`src/rtl/vga_pkg.sv`:
```
// Shared VGA definitions: capture FSM states and 640x480 timing constants.
package vga_pkg;

   typedef enum logic [2:0] {
      IDLE,
      ARM,
      WAIT_FRAME,
      CAPTURE,
      DONE
   } capture_state_t;

   // 640x480 @ 60 Hz timing, shared with the timing generator.
   localparam logic [9:0] H_ACTIVE = 10'd640;
   localparam logic [9:0] V_ACTIVE = 10'd480;
   localparam int unsigned H_FRONT = 16;
   localparam int unsigned H_SYNC  = 96;
   localparam int unsigned H_BACK  = 48;
   localparam int unsigned V_FRONT = 10;
   localparam int unsigned V_SYNC  = 2;
   localparam int unsigned V_BACK  = 33;

endpackage

```
`src/rtl/vga_frame_capture_if.sv`:
```
// Video input and frame-buffer write bundle seen by the frame capture block.
interface vga_frame_capture_if;

   logic        hs;
   logic        vs;
   logic        blank;
   logic [7:0]  r;
   logic [7:0]  g;
   logic [7:0]  b;
   logic        wr_en;
   logic [31:0] wr_addr;
   logic [31:0] wr_data;

   // Video source side: drives pixels, observes frame-buffer writes.
   modport master (
      output hs, vs, blank, r, g, b,
      input  wr_en, wr_addr, wr_data
   );

   // Capture side: consumes pixels, produces frame-buffer writes.
   modport slave (
      input  hs, vs, blank, r, g, b,
      output wr_en, wr_addr, wr_data
   );

endinterface

```
`src/rtl/vga_frame_capture_sync.sv`:
```
// Single-bit input register with rising/falling edge pulses on the registered copy.
module sync_edge_detect (
   input  logic clk,
   input  logic rst,
   input  logic d,
   output logic q,
   output logic rise,
   output logic fall
);

   logic q_d;

   // Register the input once, then keep one more stage for edge detection.
   always_ff @(posedge clk or posedge rst) begin
      if (rst) begin
         q   <= 1'b0;
         q_d <= 1'b0;
      end else begin
         q   <= d;
         q_d <= q;
      end
   end

   // Edge pulses are valid for the cycle in which q holds the new level.
   always_comb begin
      rise = q & ~q_d;
      fall = ~q & q_d;
   end

endmodule

```
`src/rtl/vga_frame_capture.sv`:
```
// Captures one VGA frame into a word-addressed frame buffer after a start pulse.
module vga_frame_capture
   import vga_pkg::*;
#(
   parameter logic [9:0]  HACTIVE = H_ACTIVE,
   parameter logic [9:0]  VACTIVE = V_ACTIVE,
   parameter logic        HS_POL  = 1'b0,
   parameter logic        VS_POL  = 1'b0,
   parameter logic [31:0] BASE    = 32'd0
) (
   input  logic                clk,
   input  logic                rst,
   input  logic                start,
   vga_frame_capture_if.slave  vif,
   output logic                busy,
   output logic                frame_done,
   output logic                err_h,
   output logic                err_v
);

   localparam logic [10:0] HACT11 = {1'b0, HACTIVE};
   localparam logic [10:0] VACT11 = {1'b0, VACTIVE};

   capture_state_t state, state_next;

   logic        hs_q, hs_rise, hs_fall;
   logic        vs_q, vs_rise, vs_fall;
   logic        blank_q, blank_rise, blank_fall;
   logic [23:0] rgb_q;
   logic [10:0] x, y;
   logic [31:0] line_base, addr;
   logic        cap_en, arm_clear, pix_ok, hs_bad;

   // Syncs are normalised to active-high before registering.
   sync_edge_detect u_hs (
      .clk(clk), .rst(rst), .d(vif.hs == HS_POL),
      .q(hs_q), .rise(hs_rise), .fall(hs_fall)
   );
   sync_edge_detect u_vs (
      .clk(clk), .rst(rst), .d(vif.vs == VS_POL),
      .q(vs_q), .rise(vs_rise), .fall(vs_fall)
   );
   sync_edge_detect u_blank (
      .clk(clk), .rst(rst), .d(vif.blank),
      .q(blank_q), .rise(blank_rise), .fall(blank_fall)
   );

   // Colour input register, aligned with the registered sync/blank copies.
   always_ff @(posedge clk or posedge rst) begin
      if (rst) rgb_q <= '0;
      else     rgb_q <= {vif.r, vif.g, vif.b};
   end

   // FSM state register.
   always_ff @(posedge clk or posedge rst) begin
      if (rst) state <= IDLE;
      else     state <= state_next;
   end

   // FSM next-state logic.
   always_comb begin
      state_next = state;
      case (state)
         IDLE:       if (start)   state_next = ARM;
         ARM:        if (vs_rise) state_next = WAIT_FRAME;
         WAIT_FRAME: if (vs_fall) state_next = CAPTURE;
         CAPTURE:    if (vs_rise) state_next = DONE;
         DONE:                    state_next = IDLE;
         default:                 state_next = IDLE;
      endcase
   end

   // FSM output decode.
   always_comb begin
      busy       = 1'b0;
      frame_done = 1'b0;
      cap_en     = 1'b0;
      arm_clear  = 1'b0;
      case (state)
         IDLE:       arm_clear  = start;
         ARM:        busy       = 1'b1;
         WAIT_FRAME: busy       = 1'b1;
         CAPTURE: begin
            busy   = 1'b1;
            cap_en = 1'b1;
         end
         DONE:       frame_done = 1'b1;
         default:    ;
      endcase
   end

   // Pixel qualification; an hs edge with blank held high means the previous
   // sample was active video with hs asserted, so it is flagged as well.
   always_comb begin
      pix_ok = cap_en && blank_q && !vs_q && (x < HACT11) && (y < VACT11);
      hs_bad = blank_q && (hs_q || hs_rise || (hs_fall && !blank_rise));
   end

   // Write port, coordinate/address counters and sticky error flags.
   always_ff @(posedge clk or posedge rst) begin
      if (rst) begin
         vif.wr_en   <= 1'b0;
         vif.wr_addr <= '0;
         vif.wr_data <= '0;
         x           <= '0;
         y           <= '0;
         line_base   <= '0;
         addr        <= '0;
         err_h       <= 1'b0;
         err_v       <= 1'b0;
      end else begin
         vif.wr_en <= pix_ok;
         if (pix_ok) begin
            vif.wr_addr <= addr;
            vif.wr_data <= {8'h00, rgb_q};
            addr        <= addr + 32'd1;
         end
         if (arm_clear) begin
            x         <= '0;
            y         <= '0;
            line_base <= BASE;
            addr      <= BASE;
            err_h     <= 1'b0;
            err_v     <= 1'b0;
         end else if (cap_en) begin
            if (blank_q) begin
               if (x != '1) x <= x + 11'd1;
               if (hs_bad)  err_h <= 1'b1;
            end
            // blank_q is low on a falling edge, so no pixel update collides here.
            if (blank_fall) begin
               err_h     <= err_h | (x != HACT11);
               x         <= '0;
               if (y != '1) y <= y + 11'd1;
               line_base <= line_base + 32'(HACTIVE);
               addr      <= line_base + 32'(HACTIVE);
            end
            if (vs_rise) err_v <= err_v | (y != VACT11);
         end
      end
   end

endmodule

```
`src/flat_wrapper.sv`:
```
// flat-port wrapper written by rule: the top's interface ports become plain ports
module vga_frame_capture_flat import vga_pkg::*;
#(
   parameter logic [9:0]  HACTIVE = H_ACTIVE,
   parameter logic [9:0]  VACTIVE = V_ACTIVE,
   parameter logic        HS_POL  = 1'b0,
   parameter logic        VS_POL  = 1'b0,
   parameter logic [31:0] BASE    = 32'd0
)
  (clk, rst, start, busy, frame_done, err_h, err_v, vif_hs, vif_vs, vif_blank, vif_r, vif_g, vif_b, vif_wr_en, vif_wr_addr, vif_wr_data);
  vga_frame_capture_if vif_i ();
  input  logic clk;
  input  logic rst;
  input  logic start;
  output logic busy;
  output logic frame_done;
  output logic err_h;
  output logic err_v;
  input wire logic [$bits(vif_i.hs)-1:0] vif_hs;
  input wire logic [$bits(vif_i.vs)-1:0] vif_vs;
  input wire logic [$bits(vif_i.blank)-1:0] vif_blank;
  input wire logic [$bits(vif_i.r)-1:0] vif_r;
  input wire logic [$bits(vif_i.g)-1:0] vif_g;
  input wire logic [$bits(vif_i.b)-1:0] vif_b;
  output wire logic [$bits(vif_i.wr_en)-1:0] vif_wr_en;
  output wire logic [$bits(vif_i.wr_addr)-1:0] vif_wr_addr;
  output wire logic [$bits(vif_i.wr_data)-1:0] vif_wr_data;
  assign vif_i.hs = vif_hs;
  assign vif_i.vs = vif_vs;
  assign vif_i.blank = vif_blank;
  assign vif_i.r = vif_r;
  assign vif_i.g = vif_g;
  assign vif_i.b = vif_b;
  assign vif_wr_en = vif_i.wr_en;
  assign vif_wr_addr = vif_i.wr_addr;
  assign vif_wr_data = vif_i.wr_data;
  vga_frame_capture #(.HACTIVE(HACTIVE), .VACTIVE(VACTIVE), .HS_POL(HS_POL), .VS_POL(VS_POL), .BASE(BASE)) u_core (.clk(clk), .rst(rst), .start(start), .vif(vif_i), .busy(busy), .frame_done(frame_done), .err_h(err_h), .err_v(err_v));
endmodule
```
`config.mk`:
```
export PLATFORM = sky130hd
export DESIGN_NAME = vga_frame_capture_flat
export DESIGN_NICKNAME = d
export VERILOG_FILES = /design/src/rtl/vga_pkg.sv /design/src/rtl/vga_frame_capture_if.sv /design/src/rtl/vga_frame_capture_sync.sv /design/src/rtl/vga_frame_capture.sv /design/src/flat_wrapper.sv
export SDC_FILE = /design/constraint.sdc
export NUM_CORES = 1
export LEC_CHECK = 0
export ABC_AREA = 1
export ABC_CLOCK_PERIOD_IN_PS = 8750
export CORE_MARGIN = 5
export CORE_UTILIZATION = 45
export CTS_CLUSTER_SIZE = 14
export DETAILED_ROUTE_END_ITERATION = 7
export PLACE_DENSITY_LB_ADDON = 0.08
export SKIP_CTS_REPAIR_TIMING = 1
export SLEW_MARGIN = 40
export SYNTH_ARGS = -nofsm -noshare
export SYNTH_HDL_FRONTEND = slang
export SYNTH_HIERARCHICAL = 1
export SYNTH_SLANG_ARGS = --single-unit
```
`constraint.sdc`:
```
create_clock -name clk -period 8.75 [get_ports clk]
set_clock_uncertainty 0.2 [all_clocks]
set_input_delay 2.625 -clock clk [delete_from_list [all_inputs] [get_ports clk]]
set_output_delay 2.625 -clock clk [all_outputs]
set_load 0.01 [all_outputs]
```
-- Word-level counts from Yosys, hierarchy flattened
Index checks and enable logic that the tools add are counted.
W data, S select, Z words.
- add/subtract/negate cells: 4
- mux-type cells: 33
- equality and inequality tests: 12
- bitwise logic cells: 16
- order comparisons: 2
- reduce and logical (&&, ||, !) cells: 25
- operators by type and width (operator ; number):
    $mux W32 ; 7
    $mux W11 ; 9
    $add A32 B1 Y32 const B ; 1
    $add A32 B10 Y32 const B ; 1
    $add A11 B1 Y11 const B ; 2
    $ne A11 B11 Y1 const B ; 2
    $mux W1 ; 12
    $mux W3 ; 4
    $pmux W3 S4 ; 1
    $lt A11 B10 Y1 const B ; 1
    $lt A11 B9 Y1 const B ; 1
    $ne A11 B10 Y1 const B ; 1
    $ne A11 B9 Y1 const B ; 1
    $reduce_and A3 Y1 ; 3
    $reduce_bool A3 Y1 ; 3
    $ne A2 B2 Y1 const B ; 4
    $not A1 Y1 ; 8
    $reduce_bool A2 Y1 ; 4
    $and A1 B1 Y1 ; 6
    $eq A3 B2 Y1 const B ; 2
    $logic_and A1 B1 Y1 ; 6
    $reduce_and A2 Y1 ; 2
    $reduce_and A4 Y1 ; 1
    $eq A3 B1 Y1 const B ; 1
    other kinds (6) ; 9
- output and inout bits: 69
- logic and storage cells: 109
- register bits: 178

-- Depth between registers and ports, before layout
- word-level depth: 11
- gate-level depth with buffers: 12

-- Cells and area by module
Netlist, hierarchy kept.
- by module, submodules not included (module ; area an instance (sq um) ; times used ; cells each ; seq. area each (sq um)):
    vga_frame_capture ; 8090.3 ; 1 ; 1015 ; 4129.0
    sync_edge_detect ; 68.8 ; 3 ; 7 ; 50.0

-- Least setup slack after synthesis
OpenSTA, ideal clock, no wires.
- path type: input port to flip-flop
- start point: input port start
- end point: register u_core.x[8]
- setup slack: 4.973 ns
- path buffers: 1
- required time: 8.474 ns
- cell stages on the path: 7
- arrival time: 3.501 ns
- cells stage by stage: inv_1 > nor3_4 > nor3_2 > a21oi_4 > buf_6 > nand3_1 > o21ai_1
- word-level cells in the longest chain between the ends: 3
- ends and longest elaborated chain (what ; RTL line ; text):
    from (decl) ; flat_wrapper.sv:14 ; input logic start;
    $mux W1 * ; vga_frame_capture.sv:79 ; case (state)
    $reduce_bool A3 Y1 (no line) or $reduce_bool A2 Y1 (tied branches) ; - ;
    $reduce_and A3 Y1 (no line) ; - ;
    to (signal assigned) ; vga_frame_capture.sv:127 ; if (x != '1) x <= x + 11'd1;
    to (decl) ; vga_frame_capture.sv:30 ; logic [10:0] x, y;
Every way passes the cells marked *; elsewhere a longest branch is shown, timed or not.
A chain may end at the register's enable or synchronous reset.

-- Worst setup path in the final report
- start point: input port start
- end point: register u_core.y[5]
- word-level cells in the longest chain between the ends: 3
- ends and longest elaborated chain (what ; RTL line ; text):
    $mux W1 * ; vga_frame_capture.sv:79 ;
    $reduce_bool A2 Y1 (no line) ; - ;
    $reduce_and A3 Y1 (no line) ; - ;
    to (signal assigned) ; vga_frame_capture.sv:134 ; if (y != '1) y <= y + 11'd1;
    to (decl) ; vga_frame_capture.sv:30 ;
Marks and branches as above.

==> summary.md <==
| Metric | Value |
|---|---|
| Largest net degree at the start of global routing | 112 |
| RSZ-0062 raised after global routing | false |
| Slew Limit Fails | 0 |
| Synth warn | 6 |
| Fin crit share | 54.6% |
| # DRC | 0 |
| Crit. End Element | register |
| R2R setup slack | 5.52 ns |
| Critical path depth | 7 |
| Synthesized area | 0.00830 mm² |
| CP Class | in2reg |
| Mean Syn Cell Area | 8.01 µm² |
| Die Height | 146 µm |
| Post-DP HPWL | 13,600 µm |
| Die ar. | 0.0213 mm² |
| Initial Utilization | 45.9% |
| Layout cells sized above 1 | 5.31% |
| I/O Buffers | 90 |
| Final setup violation count | 0 |
| Num rows | 49 |
| Clock Latency Late Sink | 0.43 ns |
| Synth top area cells | dfrtp_1 (52%), nand2_1 (13%), inv_1 (5.6%), nor2_1 (5.2%), nand3_1 (4.1%) |
| P_leak | 4.61 nW |
| I/O pin count | 99 |
| Worst-margin pin slew | 0.781 ns |
| Multi-input gate area | 0.00332 mm² |
| Cell taking the most area after synthesis | dfrtp_1 |
| Number of antenna-violating nets in the routed design | 0 |
| Vias in the first global route | 6,597 |
| Reg2Reg Depth | 11 |
| Slowest stage delay, CP | 0.50 ns |
| Maximum clock insertion buffer count | 2 |
| Wire per inst | 14.5 µm |
| CP Cell Sequence | clkdlybuf4s50_1 > nand2_2 > o21ai_2 > nand2_1 > inv_1 > nand3_1 > o21ai_0 |
| Max_cap viols | 0 |
| Fmax | 209 MHz |
| Cells after Synth | 1,036 |
| Detailed Route WL | 19,700 µm |
| Fill cell count | 1,676 |
| First-pass GRT wire length | 33,000 µm |
| Pre-CTS WS | 3.53 ns |
| CP delay by family, top | simple AND/OR/NAND/NOR gates |
| Pwr dens | 291 mW/mm² |
| CTS H-tree lvls | 4 |
| Slack of the critical path | 3.97 ns |
| Area grow syn2layout | 19.1% |
| GP Congestion | 0.869 |
| Hold Fails Final Rpt | 0 |
| Worst hold path class | reg2reg |
| Most frequent cells in the layout | nand2_1 (294), dfrtp_1 (171), inv_1 (122) |
| Starting DRC count in detailed routing | 503 |
| CP arrival | 4.93 ns |
| Clock sink count | 171 |
| Root buffer cell | clkbuf_16 |
| Asr flop ratio synth | 100% |
| Nets | 1,153 |
| Synth Flop Type | dfrtp_1 |
| Initial antenna violation count | 0 |
| TritonRoute pass-1 iters | 5 |
| GRT Total Usage | 19.0% |
| Critical Path Fanout Max | 33 |
| CTS Buf Count | 17 |
| Crit path max-delay cell type | clkdlybuf4s50_1 |
| Grt total ovfl | 0 |
| CP required | 8.90 ns |
| Worst VDD drop | 0.147 mV |
| Horiz. Die Dim | 146 µm |
| Hold Path Cell Cnt | 2 |
| CP endpoint | u_core/y[5] |
| CP Buf/Inv Count | 2 |
| Core area | 0.0181 mm² |
| Clock period minus final worst setup slack | 4.78 ns |
| Worst-path clk slew | 0.07 ns |
| FF/Latch Area | 0.00428 mm² |
| Register bit total from synthesis | 171 |
| EDFF count, synth | 0 |
| Most common cell after layout, fill and taps aside | nand2_1 |
| Worst r2r src | u_core/y[5] |
| CTS tree | built |
| Seq/Total Area, Yosys | 51.6% |
| Via count | 6,824 |
| Max-slew headroom | 47.9% |
| Via density | 5.03 |
| Ant diodes | 0 |
| Setup crit start | start |
| Reg2Reg Capture Point | u_core/addr[26] |
| TNS Setup | 0 ns |
| Yosys top cell area share | 51.6% |
| CP startpoint kind | input pin |
| Post-synthesis cell type count | 41 |
| Status | finished clean |
## state kept, by name, summed over array words and instances (netlist names), 3 cells and up
name and cells:
u_core/vif.wr_addr 32, u_core/vif.wr_data 24, u_core/x 11, u_core/line_base 25, u_core/state 3, u_core/y 11
u_core/addr 32, u_core/rgb_q 24
## metrics by stage
step	utilization (%)	hold slack (ns)	std cells	area (µm²)	power, mW
5_1_grt	54.6	0.250	1358	9880	3.08
3_5_place_dp	51.4	0.223	1327	9290	2.14
3_3_place_gp	51.4	0.214	1327	9290	2.13
6_report	54.6	0.235	1358	9880	2.88
4_1_cts	54.6	0.239	1358	9880	2.90
2_1_floorplan	-	0.195	1043	8320	1.74
## power breakdown
part           internal [mW]  switching, mW  total [mW]
Clock                  0.431          0.325       0.756
Sequential              1.01          0.181        1.20
Combinational          0.398          0.526       0.925
## metal layers
metal,vias to the layer above,share of wire (%),global-route usage [%]
met5,-,0,0
met4,0,1.8,6.93
met3,28,4.6,3.67
met2,155,46,29.8
met1,3207,48,26.4
li1,3434,-,-
## how the worst min path moves through the flow
stage | from | end | slack [ns]
after floorplan | u_core/u_vs/q | u_core/u_vs/q_d | 0.20
after global placement | u_core/u_hs/q | u_core/u_hs/q_d | 0.21
after detailed placement | u_core/u_hs/q | u_core/u_hs/q_d | 0.22
after CTS | u_core/u_hs/q | u_core/u_hs/q_d | 0.24
after global routing | u_core/u_hs/q | u_core/u_hs/q_d | 0.25
final | u_core/rgb_q[0] | u_core/vif.wr_data[0] | 0.23
## area by class of cell
cell class / instances / area share (%)
clock inverter: 12 / 1.41
inverter: 130 / 5.08
tap: 229 / 2.90
sequential: 171 / 43.3
clock buffer: 19 / 4.48
multi-input combinational: 706 / 33.6
timing repair buffer: 91 / 9.19
## synthesized netlist by cell type (4+ instances only)
cell and n:
a21oi_1 40, buf_2 14, buf_4 13, buf_6 4, clkbuf_1 5, dfrtp_1 171, ha_1 6, inv_1 123
inv_2 6, nand2_1 294, nand3_1 68, nand4_1 16, nor2_1 115, nor3_1 20, nor3b_1 5, o21a_1 5
o21ai_0 52, o21ai_1 27, xor2_1 18
## kinds of logic (layout without fill, tap and decap cells)
group / count (synthesis) / in the layout / synth area share (%)
AO/OA/AOI/OAI: 135 / 135 / 8.82
XOR/XNOR: 20 / 20 / 2.11
adder cells (fa/ha/maj): 6 / 6 / 0.905
buffers and inverters: 166 / 252 / 8.69
flip-flops: 171 / 171 / 51.6
other: 1 / 8 / 0.0452
AND/OR/NAND/NOR: 537 / 537 / 27.9
## worst min-delay path: stages, from the launching register on
cell     delay (ns)
dfrtp_1        0.32
nand2_1        0.05
nand2_1        0.04
Note: power is estimated with default switching activity, not from simulation.
